### config.mk
export PLATFORM = sky130hd
export DESIGN_NAME = uart_rx
export DESIGN_NICKNAME = d
export VERILOG_FILES = /design/src/rtl/uart_rx.sv
export SDC_FILE = /design/constraint.sdc
export NUM_CORES = 1
export LEC_CHECK = 0
export BUFFER_PORTS_ARGS = -buffer_cell sky130_fd_sc_hd__buf_2
export CORE_MARGIN = 2
export CORE_UTILIZATION = 52
export DETAILED_ROUTE_END_ITERATION = 8
export PLACE_DENSITY = 0.73
export SYNTH_ARGS = -nofsm -noshare
export SYNTH_HDL_FRONTEND = slang
export SYNTH_SLANG_ARGS = --single-unit
### constraint.sdc
create_clock -name clk -period 2.3 [get_ports clk]
set_clock_uncertainty 0.2 [all_clocks]
set_input_delay 0.345 -clock clk [delete_from_list [all_inputs] [get_ports clk]]
set_output_delay 0.345 -clock clk [all_outputs]
set_load 0.05 [all_outputs]
### src/rtl/uart_rx.sv
// 8N1 UART receiver driven by an OVERSAMPLE x baud clock enable; outputs valid / frame_err pulses.
// Define UART_RX_SYNC_EN to pass rx through a 2-flop synchronizer (adds 2 clk of latency).
module uart_rx #(
    parameter int OVERSAMPLE = 16
) (
    input  logic       clk,
    input  logic       rst_n,
    input  logic       clk_en,
    input  logic       rx,
    output logic [7:0] data,
    output logic       valid,
    output logic       frame_err,
    output logic       busy,
    output logic [1:0] o_state
);

    localparam int CW = $clog2(OVERSAMPLE);
    localparam logic [CW-1:0] CNT_HALF = CW'(OVERSAMPLE / 2 - 1);
    localparam logic [CW-1:0] CNT_LAST = CW'(OVERSAMPLE - 1);
    localparam logic [CW-1:0] CNT_ONE  = CW'(1);

    typedef enum logic [1:0] {IDLE, START, DATA, STOP} state_t;

    state_t        r_state, w_state_nxt;
    logic [CW-1:0] r_cnt, w_cnt_nxt;
    logic [2:0]    r_idx, w_idx_nxt;
    logic [7:0]    r_shift, w_shift_nxt;
    logic [7:0]    r_data, w_data_nxt;
    logic          r_valid, w_valid_nxt;
    logic          r_ferr, w_ferr_nxt;
    logic          w_rx_s;

`ifdef UART_RX_SYNC_EN
    logic [1:0] r_sync;

    always_ff @(posedge clk or negedge rst_n) begin
        if (!rst_n) r_sync <= 2'b11;
        else        r_sync <= {r_sync[0], rx};
    end

    assign w_rx_s = r_sync[1];
`else
    assign w_rx_s = rx;
`endif

    always_ff @(posedge clk or negedge rst_n) begin
        if (!rst_n) begin
            r_state <= IDLE;
            r_cnt   <= '0;
            r_idx   <= 3'd0;
            r_shift <= 8'h00;
            r_data  <= 8'h00;
            r_valid <= 1'b0;
            r_ferr  <= 1'b0;
        end else begin
            r_state <= w_state_nxt;
            r_cnt   <= w_cnt_nxt;
            r_idx   <= w_idx_nxt;
            r_shift <= w_shift_nxt;
            r_data  <= w_data_nxt;
            r_valid <= w_valid_nxt;
            r_ferr  <= w_ferr_nxt;
        end
    end

    // Pulses default low every clk, so they last exactly one cycle regardless of clk_en.
    always_comb begin
        w_state_nxt = r_state;
        w_cnt_nxt   = r_cnt;
        w_idx_nxt   = r_idx;
        w_shift_nxt = r_shift;
        w_data_nxt  = r_data;
        w_valid_nxt = 1'b0;
        w_ferr_nxt  = 1'b0;
        if (clk_en) begin
            case (r_state)
                IDLE: begin
                    if (!w_rx_s) begin
                        w_state_nxt = START;
                        w_cnt_nxt   = '0;
                    end
                end
                START: begin
                    if (r_cnt == CNT_HALF) begin
                        w_cnt_nxt   = '0;
                        w_idx_nxt   = 3'd0;
                        w_state_nxt = w_rx_s ? IDLE : DATA;
                    end else begin
                        w_cnt_nxt = r_cnt + CNT_ONE;
                    end
                end
                DATA: begin
                    if (r_cnt == CNT_LAST) begin
                        w_shift_nxt[r_idx] = w_rx_s;
                        w_cnt_nxt          = '0;
                        if (r_idx == 3'd7) w_state_nxt = STOP;
                        else               w_idx_nxt   = r_idx + 3'd1;
                    end else begin
                        w_cnt_nxt = r_cnt + CNT_ONE;
                    end
                end
                STOP: begin
                    // Leave at the stop-bit centre so a start edge right after it is not missed.
                    if (r_cnt == CNT_LAST) begin
                        w_cnt_nxt   = '0;
                        w_state_nxt = IDLE;
                        if (w_rx_s) begin
                            w_data_nxt  = r_shift;
                            w_valid_nxt = 1'b1;
                        end else begin
                            w_ferr_nxt = 1'b1;
                        end
                    end else begin
                        w_cnt_nxt = r_cnt + CNT_ONE;
                    end
                end
                default: w_state_nxt = IDLE;
            endcase
        end
    end

    assign data      = r_data;
    assign valid     = r_valid;
    assign frame_err = r_ferr;
    assign busy      = (r_state != IDLE);
    assign o_state   = r_state;

endmodule

==> impl_metrics.py <==
metrics = {
    "worst_setup_path": {
        "path_class": "reg2reg",
        "cp-end-kind": "register",
        "cpLargestDelayFamily": "simple AND/OR/NAND/NOR gates",
        "cp_data_arrival_time_ns": 2.10,
        "critPathLaunchType": "register",
        "crit_path_max_incr_delay_ns": 0.44,
        "required_ns": 2.31,
        "crit_path_top_delay_cell": "sky130_fd_sc_hd__nor4b_1",
        "critical_path.max_fanout": 8,
        "buffers_plus_inverters_on_the_worst_setup_path": 0,
        "worstPathCellList": "ha_1 > nand4_4 > nor4b_1 > mux2_2",
    },
    "detailed_routing": {
        "ant_nets": 0,
        "avgRoutedWirePerCell_um": 14.86,
        "drt_first_iter_violations": 24,
        "vias": 876,
        "detailedRoute.firstPassIterationCount": 4,
        "post_drt_via_cell_ratio": 5.801,
        "routed_wirelength_mm": 2.244,
        "route.detailed.drc": 0,
    },
    "global_routing": {
        "largest_net_degree_at_the_start_of_global_routing": 28,
        "gr-total-overflow": 0,
        "wire_length_of_the_first_global_routing_pass_mm": 3.732,
        "antenna_found_initial": 0,
        "total_routing_resource_utilization_after_global_routing_pct": 18.25,
        "vias_in_the_first_global_route": 823,
    },
    "synthesis": {
        "yosysWarnings": 0,
        "synthXorXnorAreaFrac_pct": 0.6829,
        "synth-simple-area-share_pct": 15.51,
        "synth_seq_area_share_pct": 52.68,
        "synth_fa_ha_area_share_pct": 2.927,
        "average_size_of_a_mapped_cell_um2": 11.87,
        "ys.flop_type": "sky130_fd_sc_hd__dfrtp_1",
        "mappedNetlistArea_um2": 1282,
        "synth-async-reset-ratio_pct": 100.0,
        "synth_top_family_by_area": "simple AND/OR/NAND/NOR gates",
        "synth.distinct_cells": 35,
        "syn-num-nets": 115,
        "synth.area.mux_share_pct": 13.46,
        "number_of_enable_flip_flop_cells_after_synthesis": 0,
        "synth-seq-cells": 27,
        "synth_cells": 108,
        "synth-compound-area-share_pct": 11.02,
    },
    "clocking": {
        "resized_after_cts": 0,
        "post-cts-setup-buffers": 0,
        "postCtsHoldBufs": 1,
        "ctsHtreeMaxLevel": 1,
        "cts.sink_count": 27,
        "clockRootBuffer": "sky130_fd_sc_hd__clkbuf_4",
        "ctsLongestPathBuffers": 2,
        "clk_pin_slew_ns": 0.13,
        "tritoncts": "built",
        "clock_insertion_delay_at_the_later_pin_of_the_skew_report_ns": 0.31,
        "cts_buffers": 3,
    },
    "placement": {
        "gp_congestion": 0.8800,
        "hpwlAfterDp_mm": 1.651,
        "io_buffers": 16,
    },
    "sta": {
        "timing_worst_slew_pin_value_ns": 0.5878,
        "report.final.slew_viol_count": 0,
        "setup-tns-final_ns": 0,
        "fmax_mhz": 479.1,
        "post-route-period-util_pct": 90.76,
        "whs_ns": 0.1478,
        "rsz0062_at_grt": "no",
        "finalHoldViolCount": 0,
        "setup_viols_final": 0,
        "final_period_minus_worst_setup_slack_ns": 2.087,
        "slew_headroom_pct": 60.82,
    },
    "floorplanning": {
        "floorplan.io_pins": 17,
        "die_h_um": 53.66,
        "start_util_pct": 56.35,
        "std_cell_rows": 17,
        "dieWidth_um": 53.66,
        "total_die_area_um2": 2879,
        "core_area_um2": 2276,
    },
    "pwr": {
        "p_int_uw": 727.0,
        "ir_worst_vdd_mv": 0.6322,
        "netSwitchingPower_uw": 441.8,
        "power_leakage_nw": 0.6919,
        "comb_power_share_pct": 28.5,
        "switching_share_pct": 37.80,
        "pwr-share-clk_pct": 16.3,
        "power.sequential.fraction_pct": 55.2,
        "cellPowerDensity_nw_per_um2": 831.9,
    },
    "outcome": {
        "run_status": "completed",
    },
    "cells_and_area": {
        "layout.filler_cells": 172,
        "antenna-diode-count": 0,
        "final_nets": 131,
        "layout-drive-gt1-share_pct": 35.77,
        "area_growth_syn_to_layout_pct": 9.561,
        "most_frequent_cells_in_the_layout": "27 x sky130_fd_sc_hd__dfrtp_1, 16 x sky130_fd_sc_hd__buf_2, 14 x sky130_fd_sc_hd__mux2_2",
        "final_util_pct": 61.74,
        "layout.cells.most_common": "sky130_fd_sc_hd__dfrtp_1",
    },
    "hold_path": {
        "hp-class": "in2reg",
    },
    "flow_run": {
        "cap_viol_max_count": 0,
    },
}
final cells by class:
type / instances / area [um^2] / area share, %
flip-flops and latches: 27 / 675.6 / 48.09
multi-input cells: 70 / 559.3 / 39.80
clock buffers: 4 / 26.28 / 1.870
inverters: 5 / 18.77 / 1.336
repair buffers: 17 / 90.09 / 6.411
well taps: 28 / 35.03 / 2.493
power groups by stage:
stage	combinational, mW	sequential [mW]	clock, mW
floorplan	0.270	0.641	0
global placement	0.322	0.645	0
detailed placement	0.329	0.651	0
CTS	0.332	0.641	0.203
global route	0.364	0.658	0.222
finish	0.334	0.645	0.191
stage by stage:
step	power, mW	std cells	instance area [um^2]	setup slack (ns)
finish	1.169	151	1405	0.2126
global route	1.244	151	1405	0.06765
CTS	1.177	151	1405	0.2069
detailed placement	0.9799	146	1369	0.2285
global placement	0.9671	146	1369	0.3268
floorplan	0.9114	108	1282	0.09303
routing by layer:
layer / up-vias / GRT usage, % / routed length (um)
met5: - / 0 / 0
met4: 0 / 3.846 / 13
met3: 2 / 5.833 / 120
met2: 28 / 30.08 / 1069
met1: 420 / 23.43 / 1041
li1: 426 / - / -
cell usage after synthesis, drive strengths merged, types with 2 or more instances:
master / number / area (um^2)
mux2: 15 / 172.7
buf: 4 / 20.02
dfrtp: 27 / 675.7
nand2: 7 / 26.28
ha: 3 / 37.54
inv: 5 / 18.76
nor2: 5 / 18.77
nor4: 3 / 18.77
nand3: 4 / 25.02
o21ai: 7 / 35.03
nor3: 3 / 15.01
a22o: 2 / 20.02
o31ai: 3 / 22.52
clkbuf: 2 / 8.750
nor4b: 2 / 17.52
nand4: 2 / 27.53
sequential cells by signal, summed over array words and instances (netlist names), named ones only:
name	count
frame_err	1
o_state	1
r_shift	8
valid	1
data	8
r_idx	3
r_cnt	4
final timing paths:
| check | slack [ns] | startpoint | to | cells past startpoint |
|---|---|---|---|---|
| worst max-delay path | 0.21 | r_cnt[0] | r_shift[3] | 4 |
| worst min-delay path | 0.15 | rx | frame_err | 2 |
| worst max register to register | 0.21 | r_cnt[0] | r_shift[3] | 4 |
| worst min register to register | 0.32 | data[0] | data[0] | 1 |
| max in group asynchronous | 1.17 | rst_n | r_cnt[0] | 2 |
| min in group asynchronous | 0.34 | rst_n | r_cnt[2] | 2 |
cell families (layout without fill, tap and decap cells):
family,Yosys count,in the layout
mux,15,15
compound gates,19,19
simple gates,32,32
buf+inv,11,26
fa+ha+maj,3,3
xor+xnor,1,1
flops,27,27
(Power assumes the default switching activity.)
